$ cat src/rtl/fp32_multiplier_if.sv
// Operand/result bundle for fp32_multiplier: decomposed operands in, packed product and flags out.
// With FPU_MUL_UNDERFLOW_FLAG_EN defined, the bundle also carries except_underflow_o.
interface fp32_multiplier_if;
  logic        data_ready_i;
  logic [6:0]  rounding_mode_i;
  logic        x_sign_i;
  logic [7:0]  x_exp_i;
  logic [22:0] x_frac_i;
  logic        y_sign_i;
  logic [7:0]  y_exp_i;
  logic [22:0] y_frac_i;
  logic        x_infinity_i;
  logic        y_infinity_i;
  logic        x_nan_i;
  logic        y_nan_i;
  logic        data_valid_o;
  logic [31:0] z_o;
  logic        except_invalid_operation_o;
  logic        except_overflow_o;
`ifdef FPU_MUL_UNDERFLOW_FLAG_EN
  logic        except_underflow_o;

  modport master (
    output data_ready_i, rounding_mode_i, x_sign_i, x_exp_i, x_frac_i, y_sign_i, y_exp_i,
           y_frac_i, x_infinity_i, y_infinity_i, x_nan_i, y_nan_i,
    input  data_valid_o, z_o, except_invalid_operation_o, except_overflow_o, except_underflow_o
  );
  modport slave (
    input  data_ready_i, rounding_mode_i, x_sign_i, x_exp_i, x_frac_i, y_sign_i, y_exp_i,
           y_frac_i, x_infinity_i, y_infinity_i, x_nan_i, y_nan_i,
    output data_valid_o, z_o, except_invalid_operation_o, except_overflow_o, except_underflow_o
  );
`else
  modport master (
    output data_ready_i, rounding_mode_i, x_sign_i, x_exp_i, x_frac_i, y_sign_i, y_exp_i,
           y_frac_i, x_infinity_i, y_infinity_i, x_nan_i, y_nan_i,
    input  data_valid_o, z_o, except_invalid_operation_o, except_overflow_o
  );
  modport slave (
    input  data_ready_i, rounding_mode_i, x_sign_i, x_exp_i, x_frac_i, y_sign_i, y_exp_i,
           y_frac_i, x_infinity_i, y_infinity_i, x_nan_i, y_nan_i,
    output data_valid_o, z_o, except_invalid_operation_o, except_overflow_o
  );
`endif
endinterface

$ cat src/rtl/fp32_multiplier.sv
// Multicycle single-precision multiplier (MULT -> NORM -> ROUND -> DONE), denormals flushed.
// Optional FPU_MUL_UNDERFLOW_FLAG_EN adds an underflow flag for results flushed to zero.
module fp32_multiplier (
  input logic              clk_i,
  input logic              rst_i,
  fp32_multiplier_if.slave bus
);

  typedef enum logic [2:0] {StIdle, StMult, StNorm, StRound, StDone} state_e;

  state_e state_q, state_d;

  logic        start;
  logic        rne_q, sign_q;
  logic [7:0]  xe_q, ye_q;
  logic [22:0] xf_q, yf_q;
  logic        xinf_q, yinf_q, xnan_q, ynan_q;

  logic        special_q, special_inv_q;
  logic [31:0] special_z_q;
  logic [47:0] prod_q;
  logic signed [9:0] exp_q;
  logic [22:0] frac_q;
  logic        guard_q, sticky_q;

  logic        valid_q, inv_q, ovf_q, unf_q;
  logic [31:0] z_q;

  assign start = ((state_q == StIdle) || (state_q == StDone)) && bus.data_ready_i;

  always_ff @(posedge clk_i) begin
    if (!rst_i) state_q <= StIdle;
    else        state_q <= state_d;
  end

  always_comb begin
    state_d = state_q;
    unique case (state_q)
      StIdle, StDone: if (bus.data_ready_i) state_d = StMult;
      StMult:         state_d = StNorm;
      StNorm:         state_d = StRound;
      StRound:        state_d = StDone;
      default:        state_d = StIdle;
    endcase
  end

  // MULT: special-case decode, mantissa product and unbiased exponent sum
  logic        x_zero, y_zero;
  logic        m_special, m_inv;
  logic [31:0] m_special_z;
  logic [47:0] m_prod;
  logic signed [9:0] m_exp;

  always_comb begin
    x_zero      = (xe_q == 8'd0);
    y_zero      = (ye_q == 8'd0);
    m_special   = 1'b1;
    m_inv       = 1'b0;
    m_special_z = 32'd0;
    if (xnan_q || ynan_q || (xinf_q && y_zero) || (yinf_q && x_zero)) begin
      m_special_z = 32'h7FFF_FFFF;
      m_inv       = 1'b1;
    end else if (xinf_q || yinf_q) begin
      m_special_z = {sign_q, 8'hFF, 23'd0};
    end else if (x_zero || y_zero) begin
      m_special_z = {sign_q, 31'd0};
    end else begin
      m_special   = 1'b0;
    end
    m_prod = {24'd0, 1'b1, xf_q} * {24'd0, 1'b1, yf_q};
    m_exp  = $signed({2'b00, xe_q}) + $signed({2'b00, ye_q}) - 10'sd127;
  end

  // ROUND: optional RNE increment; a mantissa carry-out leaves fraction zero and bumps exponent
  logic        r_inc;
  logic [23:0] r_mant;
  logic signed [9:0] r_exp;
  logic        r_ovf, r_unf;

  always_comb begin
    r_inc  = rne_q && guard_q && (sticky_q || frac_q[0]);
    r_mant = {1'b0, frac_q} + {23'd0, r_inc};
    r_exp  = exp_q + $signed({9'd0, r_mant[23]});
    r_ovf  = (r_exp >= 10'sd255);
    r_unf  = (r_exp <= 10'sd0);
  end

  always_ff @(posedge clk_i) begin
    if (!rst_i) begin
      valid_q       <= 1'b0;
      z_q           <= 32'd0;
      inv_q         <= 1'b0;
      ovf_q         <= 1'b0;
      unf_q         <= 1'b0;
      rne_q         <= 1'b0;
      sign_q        <= 1'b0;
      xe_q          <= 8'd0;
      ye_q          <= 8'd0;
      xf_q          <= 23'd0;
      yf_q          <= 23'd0;
      xinf_q        <= 1'b0;
      yinf_q        <= 1'b0;
      xnan_q        <= 1'b0;
      ynan_q        <= 1'b0;
      special_q     <= 1'b0;
      special_inv_q <= 1'b0;
      special_z_q   <= 32'd0;
      prod_q        <= 48'd0;
      exp_q         <= 10'sd0;
      frac_q        <= 23'd0;
      guard_q       <= 1'b0;
      sticky_q      <= 1'b0;
    end else begin
      unique case (state_q)
        StIdle, StDone: begin
          if (start) begin
            rne_q   <= bus.rounding_mode_i[0];
            sign_q  <= bus.x_sign_i ^ bus.y_sign_i;
            xe_q    <= bus.x_exp_i;
            ye_q    <= bus.y_exp_i;
            xf_q    <= bus.x_frac_i;
            yf_q    <= bus.y_frac_i;
            xinf_q  <= bus.x_infinity_i;
            yinf_q  <= bus.y_infinity_i;
            xnan_q  <= bus.x_nan_i;
            ynan_q  <= bus.y_nan_i;
            valid_q <= 1'b0;
            inv_q   <= 1'b0;
            ovf_q   <= 1'b0;
            unf_q   <= 1'b0;
          end else if (state_q == StDone) begin
            valid_q <= 1'b1;
          end
        end
        StMult: begin
          special_q     <= m_special;
          special_inv_q <= m_inv;
          special_z_q   <= m_special_z;
          prod_q        <= m_prod;
          exp_q         <= m_exp;
        end
        StNorm: begin
          if (prod_q[47]) begin
            frac_q   <= prod_q[46:24];
            guard_q  <= prod_q[23];
            sticky_q <= |prod_q[22:0];
            exp_q    <= exp_q + 10'sd1;
          end else begin
            frac_q   <= prod_q[45:23];
            guard_q  <= prod_q[22];
            sticky_q <= |prod_q[21:0];
          end
        end
        StRound: begin
          if (special_q) begin
            z_q   <= special_z_q;
            inv_q <= special_inv_q;
          end else if (r_ovf) begin
            z_q   <= {sign_q, 8'hFF, 23'd0};
            ovf_q <= 1'b1;
          end else if (r_unf) begin
            z_q   <= {sign_q, 31'd0};
            unf_q <= 1'b1;
          end else begin
            z_q   <= {sign_q, r_exp[7:0], r_mant[22:0]};
          end
        end
        default: ;
      endcase
    end
  end

  assign bus.data_valid_o               = valid_q;
  assign bus.z_o                        = z_q;
  assign bus.except_invalid_operation_o = inv_q;
  assign bus.except_overflow_o          = ovf_q;
`ifdef FPU_MUL_UNDERFLOW_FLAG_EN
  assign bus.except_underflow_o         = unf_q;
`else
  logic unused_unf;
  assign unused_unf = unf_q;
`endif

endmodule

$ cat src/flat_wrapper.sv
// flat-port wrapper written by rule: the top's interface ports become plain ports
module fp32_multiplier_flat 
  (clk_i, rst_i, bus_data_ready_i, bus_rounding_mode_i, bus_x_sign_i, bus_x_exp_i, bus_x_frac_i, bus_y_sign_i, bus_y_exp_i, bus_y_frac_i, bus_x_infinity_i, bus_y_infinity_i, bus_x_nan_i, bus_y_nan_i, bus_data_valid_o, bus_z_o, bus_except_invalid_operation_o, bus_except_overflow_o);
  fp32_multiplier_if bus_i ();
  input logic clk_i;
  input logic rst_i;
  input wire logic [$bits(bus_i.data_ready_i)-1:0] bus_data_ready_i;
  input wire logic [$bits(bus_i.rounding_mode_i)-1:0] bus_rounding_mode_i;
  input wire logic [$bits(bus_i.x_sign_i)-1:0] bus_x_sign_i;
  input wire logic [$bits(bus_i.x_exp_i)-1:0] bus_x_exp_i;
  input wire logic [$bits(bus_i.x_frac_i)-1:0] bus_x_frac_i;
  input wire logic [$bits(bus_i.y_sign_i)-1:0] bus_y_sign_i;
  input wire logic [$bits(bus_i.y_exp_i)-1:0] bus_y_exp_i;
  input wire logic [$bits(bus_i.y_frac_i)-1:0] bus_y_frac_i;
  input wire logic [$bits(bus_i.x_infinity_i)-1:0] bus_x_infinity_i;
  input wire logic [$bits(bus_i.y_infinity_i)-1:0] bus_y_infinity_i;
  input wire logic [$bits(bus_i.x_nan_i)-1:0] bus_x_nan_i;
  input wire logic [$bits(bus_i.y_nan_i)-1:0] bus_y_nan_i;
  output wire logic [$bits(bus_i.data_valid_o)-1:0] bus_data_valid_o;
  output wire logic [$bits(bus_i.z_o)-1:0] bus_z_o;
  output wire logic [$bits(bus_i.except_invalid_operation_o)-1:0] bus_except_invalid_operation_o;
  output wire logic [$bits(bus_i.except_overflow_o)-1:0] bus_except_overflow_o;
  assign bus_i.data_ready_i = bus_data_ready_i;
  assign bus_i.rounding_mode_i = bus_rounding_mode_i;
  assign bus_i.x_sign_i = bus_x_sign_i;
  assign bus_i.x_exp_i = bus_x_exp_i;
  assign bus_i.x_frac_i = bus_x_frac_i;
  assign bus_i.y_sign_i = bus_y_sign_i;
  assign bus_i.y_exp_i = bus_y_exp_i;
  assign bus_i.y_frac_i = bus_y_frac_i;
  assign bus_i.x_infinity_i = bus_x_infinity_i;
  assign bus_i.y_infinity_i = bus_y_infinity_i;
  assign bus_i.x_nan_i = bus_x_nan_i;
  assign bus_i.y_nan_i = bus_y_nan_i;
  assign bus_data_valid_o = bus_i.data_valid_o;
  assign bus_z_o = bus_i.z_o;
  assign bus_except_invalid_operation_o = bus_i.except_invalid_operation_o;
  assign bus_except_overflow_o = bus_i.except_overflow_o;
  fp32_multiplier u_core (.clk_i(clk_i), .rst_i(rst_i), .bus(bus_i));
endmodule
$ cat config.mk
export PLATFORM = sky130hd
export DESIGN_NAME = fp32_multiplier_flat
export DESIGN_NICKNAME = d
export VERILOG_FILES = /design/src/rtl/fp32_multiplier_if.sv /design/src/rtl/fp32_multiplier.sv /design/src/flat_wrapper.sv
export SDC_FILE = /design/constraint.sdc
export NUM_CORES = 2
export LEC_CHECK = 0
export BUFFER_PORTS_ARGS = -buffer_cell sky130_fd_sc_hd__buf_2
export CAP_MARGIN = 20
export CORE_UTILIZATION = 60
export CTS_BUF_LIST = sky130_fd_sc_hd__clkbuf_8
export DETAILED_ROUTE_END_ITERATION = 10
export PLACE_DENSITY = 0.9
export REMOVE_ABC_BUFFERS = 1
export SLEW_MARGIN = 20
export SYNTH_ARGS = -nofsm -noshare
export SYNTH_HDL_FRONTEND = slang
export SYNTH_SLANG_ARGS = --single-unit
$ cat constraint.sdc
create_clock -name clk_i -period 16.2 [get_ports clk_i]
set_clock_uncertainty 0.1 [all_clocks]
set_input_delay 0 -clock clk_i [delete_from_list [all_inputs] [get_ports clk_i]]
set_output_delay 0 -clock clk_i [all_outputs]
set_load 0.005 [all_outputs]
# Yosys cells after proc, flatten, opt, wreduce, memory -nomap -nowiden
# Index checks and enable logic that the tools add are counted.
[totals]
in_bits = 78
elab_cells = 93
output_inout_bits = 35
reg_bits = 223
[classes]
n_addsub = 5
n_eq_ne = 10
reduce_logical = 26
n_lt_le_gt_ge = 2
mux = 25
n_mul = 1
bitwise = 1
[op_table]
columns = ["op", "n"]
rows = [
  ["2-to-1 mux 32 bit", 4],
  ["2-to-1 mux 31 bit", 2],
  ["multiplier 24 x 24 -> 48 bit", 1],
  ["adder 23 x 1 -> 24 bit", 1],
  ["2-to-1 mux 23 bit", 1],
  ["OR reduction 23 bit", 1],
  ["OR reduction 22 bit", 1],
  ["case mux 10 bit (2 select lines)", 1],
  ["logical NOT 8 bit", 2],
  ["2-to-1 mux 1 bit", 12],
  ["case mux 3 bit (4 select lines)", 1],
  ["adder 10 x 2 -> 10 bit", 1],
  ["adder 10 x 2 -> 10 bit, second input constant", 1],
  ["greater-or-equal comparator 10 x 9 -> 1 bit, second input constant", 1],
  ["<= comparator 10 x 1 -> 1 bit, second input constant", 1],
  ["2-to-1 mux 10 bit", 1],
  ["subtractor 10 x 8 -> 10 bit, second input constant", 1],
  ["adder 8 x 8 -> 9 bit", 1],
  ["!= test 2 x 1 -> 1 bit, second input constant", 4],
  ["logical OR 1 bit", 7],
  ["== test 3 x 2 -> 1 bit, second input constant", 2],
  ["AND reduction 2 bit", 3],
  ["nonzero test 2 bit", 3],
  ["logical AND 1 bit", 5],
  ["other kinds (10)", 12],
]

# Longest topological paths before layout
[depth]
word_depth = 8
depth_mapped = 26
ltp_nobuf = 24

# Least setup slack after synthesis
# No wires, ideal clock.
[synth_timing]
path_kind = "register to register"
startpoint = "register u_core.xf_q[17]"
endpoint = "register u_core.prod_q[47]"
period_less_slack_ps = 6940
slack_ps = 9260
n_path_buf = 2
arrival_time_ps = 6766
required_time_ps = 16026
setup_ps = 74
stages_incl_launch_ff = 25
cell_sequence = "dfxtp_1 clkbuf_1 nand2_1 fa_1 inv_1 fa_1 inv_1 fa_1 fa_1 inv_1 fa_1 fa_1 inv_1 fa_1 inv_1 ha_1 buf_2 a21oi_1 nand2_1 a31o_2 o31a_1 a221o_1 o21a_1 or4_1 a31oi_1"
[synth_via]
elab_chain_len = 1
[synth_lines]
columns = ["element", "line_no", "rtl"]
rows = [
  ["start: declaration", "fp32_multiplier.sv:16", "logic [22:0] xf_q, yf_q;"],
  ["start signal: assignment", "fp32_multiplier.sv:121", "xf_q <= bus.x_frac_i;"],
  ["multiplier 24 x 24 -> 48 bit", "fp32_multiplier.sv:70", "m_prod = {24'd0, 1'b1, xf_q} * {24'd0, 1'b1, yf_q};"],
  ["end signal: assignment", "fp32_multiplier.sv:139", "prod_q <= m_prod;"],
  ["end: declaration", "fp32_multiplier.sv:21", "logic [47:0] prod_q;"],
]
# No other way between the ends.
# A chain may end at the register's enable or synchronous reset.

# Worst setup path after layout
[layout_timing]
startpoint = "register u_core.yf_q[0]"
endpoint = "register u_core.prod_q[47]"
[layout_via]
elab_chain_len = 1
[layout_lines]
columns = ["element", "line_no", "rtl"]
rows = [
  ["start: declaration", "fp32_multiplier.sv:16", ""],
  ["start signal: assignment", "fp32_multiplier.sv:122", "yf_q <= bus.y_frac_i;"],
  ["multiplier 24 x 24 -> 48 bit", "fp32_multiplier.sv:70", ""],
]
# No other way between the ends.

==> summary.txt <==
Synth
  • Synthesized area: 27280 um2
  • Synth Warn #: 0
  • Synth Area per Inst: 8.458 um2
  • Number of flops mapped to enable cells by yosys: 0
  • FFs w/ async S/R, synth: 0%
  • Number of synthesized register bits: 193
  • Synth unique cells: 69
  • Sequential fraction of the synthesis area: 14.16%
  • Syn Inst Count: 3225
  • Post-synth top flop: dfxtp_1

Die
  • FP Rows: 77
  • Core area: 44510 um2
  • Initial core utilization: 61.29%
  • Die Area: 46320 um2
  • Die span in x: 215.2 um
  • Die H: 215.2 um
  • IO Pins: 113

Timing
  • Final Cycle Share: 51.58%
  • Fmax: 0.1197 GHz
  • TNS Setup: 0 ps
  • Final Slew Violations: 0
  • RSZ-0062 raised after global routing: no
  • Finish-stage setup viols: 0
  • Worst rel slew slack: 22.75%
  • Hold Fails Final Rpt: 0
  • Final Critical Period: 8356 ps
  • Slew @ Worst Pin: 1157 ps

Global route
  • Vias in the first global route: 24400
  • Global-route wire length before repair: 124500 um
  • GRT overflow: 0
  • Initial antenna violation count: 2
  • Largest net degree at the start of global routing: 86
  • GRT Total Usage: 34.24%

Layout
  • FILL cells: 3279
  • Layout Cells excl Fill: 3891
  • Layout Nets: 4032
  • Layout cells sized above 1: 6.036%
  • Layout overhead on the synthesized area: 7.334%
  • Commonest non-fill, non-tap cell in the layout: inv_1
  • Most frequent cells in the layout: 600 x inv_1, 526 x nand2_1, 483 x fa_1, 265 x and2_1, 196 x a21oi_1

Place
  • Final RePlAce weighted congestion: 0.9342
  • PortBufs: 106
  • Placed insts: 3786
  • Dpl hpwl: 53360 um

Clocking
  • Clock transition at path regs: 130 ps
  • CTS sink count: 193
  • H-tree lvl count: 4
  • Hold_buf cts: 71
  • CTS-repair resized insts: 0
  • CTS max path bufs: 2
  • Clk_lat worst skew: 560 ps
  • Root buffer cell: clkbuf_8
  • Post-CTS Setup Bufs: 0
  • CTS Buf Count: 17
  • CTS tree: yes

Critical path
  • Max incr delay on CP: 910 ps
  • Nature of the critical path endpoint: flip-flop
  • Slowest cell on crit path: dfxtp_1
  • Critical path class: flip-flop to flip-flop
  • Critical-path maximum fanout: 18
  • Cell Chain, Critical Path: clkinv_1 > fa_1 > inv_1 > fa_1 > inv_1 > fa_1 > fa_1 > inv_1 > fa_1 > fa_1 > inv_1 > fa_1 > inv_1 > ha_1 > and3_1 > and2_1 > or4b_2 > nor3_1 > a221o_1 > o21a_1 > or4_1 > a31oi_1
  • Worst EP required: 16500 ps
  • Worst path most repeated cell: fa_1
  • Critical Path AT: 8650 ps
  • CP Launch Type: flip-flop

Drt
  • Total Wirelength: 76080 um
  • DR vias: 22940
  • DR iter-0 viols: 2463
  • 1st-pass router iterations: 6
  • Wire length per cell: 19.55 um
  • DRC viols: 0
  • Post-DRT Antenna Nets: 0
  • Vias per cell: 5.896

Status
  • Status: complete, no violations

Flow run
  • Max Cap Viol: 0

Power and ir drop
  • LEAKAGE: 13.97 nW
  • Pwr dens: 64.58 nW/um2
  • Max VDD drop: 68.02 uV

Hold path
  • Hold Crit Class: input port to flip-flop
[kinds of logic after synthesis]
logic type,share of synthesized area [%]
simple gates,18.47
buf+inv,10.91
fa+ha+maj,44.02
compound gates,9.137
flops,14.16
xor+xnor,2.312
mux,0.9907
[synthesized netlist by cell type (all sizes together), types with 4 or more instances]
library cell / instances / area share, %
xnor2: 45 / 1.4
a221oi: 4 / 0.13
xor2: 27 / 0.87
o21ai: 65 / 1.2
nand3b: 5 / 0.14
nand4: 17 / 0.39
a21o: 17 / 0.47
dfxtp: 193 / 14
a211oi: 36 / 0.99
a22oi: 6 / 0.17
and2: 266 / 6.1
nor2: 111 / 1.5
clkbuf: 155 / 2.1
and3: 14 / 0.32
nor2b: 4 / 0.092
inv: 598 / 8.2
nor3: 27 / 0.50
or3: 11 / 0.26
a31oi: 15 / 0.34
and4: 6 / 0.20
nand3: 50 / 0.92
nand2: 527 / 7.3
fa: 483 / 35
o21bai: 13 / 0.36
o211ai: 4 / 0.11
o2111ai: 4 / 0.13
o21a: 20 / 0.55
mux2i: 27 / 0.99
ha: 187 / 8.6
buf: 25 / 0.46
clkinv: 4 / 0.055
a21oi: 196 / 3.6
nor4: 13 / 0.30
[worst paths after layout]
kind | from | to | slack [ps] | depth (start not counted)
worst min register to register | u_core.prod_q[8] | u_core.prod_q[8] | 360 | 2
worst max register to register | u_core.yf_q[0] | u_core.prod_q[47] | 7840 | 22
worst max-delay path | u_core.yf_q[0] | u_core.prod_q[47] | 7840 | 22
worst min-delay path | bus_x_frac_i[5] | u_core.xf_q[5] | 100 | 4
[state kept, by name (all words and copies together), names as in the netlist, 3 cells and up]
| name | cells |
|---|---|
| u_core.xe_q | 8 |
| u_core.xf_q | 23 |
| u_core.exp_q | 10 |
| u_core.ye_q | 8 |
| u_core.prod_q | 48 |
| u_core.yf_q | 23 |
| u_core.bus.z_o | 32 |
| u_core.state_q | 3 |
| u_core.special_z_q | 3 |
| u_core.frac_q | 23 |
[worst max-delay path, delay by kind of cell (launching register included)]
family,cells,cell delay (ps)
fa+ha+maj,8,4150
compound gates,3,500
buf+inv,6,950
simple gates,5,1610
flops,1,910
[metrics by stage]
| step | power [mW] | hold slack (ps) | instance area [um2] | utilization [%] | worst slack [ps] |
|---|---|---|---|---|---|
| global route | 2.017 | 114.4 | 29280 | 65.78 | 7671 |
| global placement | 1.482 | 141.1 | 28180 | 63.31 | 8172 |
| CTS | 1.860 | 64.94 | 29270 | 65.77 | 8027 |
| detailed placement | 1.522 | 146.0 | 28180 | 63.31 | 8042 |
| floorplan | 1.223 | 21.71 | 26560 | - | 9197 |
| finish | 1.891 | 103.3 | 29280 | 65.78 | 7844 |
[metal layers]
layer  wire length, um  track usage (%)  vias to the layer above
li1                  -                -                    10020
met1             27600            41.80                    11070
met2             35080            54.96                     1470
met3              8448            8.323                      387
met4              4951            20.73                        0
met5                 0                0                        -
[power by group]
group	internal, mW	leakage, nW	switching (mW)	total (mW)
Combinational	0.355	12.2	0.625	0.980
Sequential	0.522	1.57	0.0652	0.588
Clock	0.114	0.198	0.209	0.323
Total	0.991	14.0	0.900	1.89
[area by class of cell]
type,instances,area (um2),area share [%]
clock inverters,15,148.9,0.5085
diodes,2,5.005,0.01709
repair buffers,221,1572,5.367
well taps,592,740.7,2.530
inverters,602,2262,7.726
flip-flops and latches,193,3864,13.20
multi-input cells,2249,20450,69.86
clock buffers,17,234.0,0.7991
(Power assumes the default switching activity.)
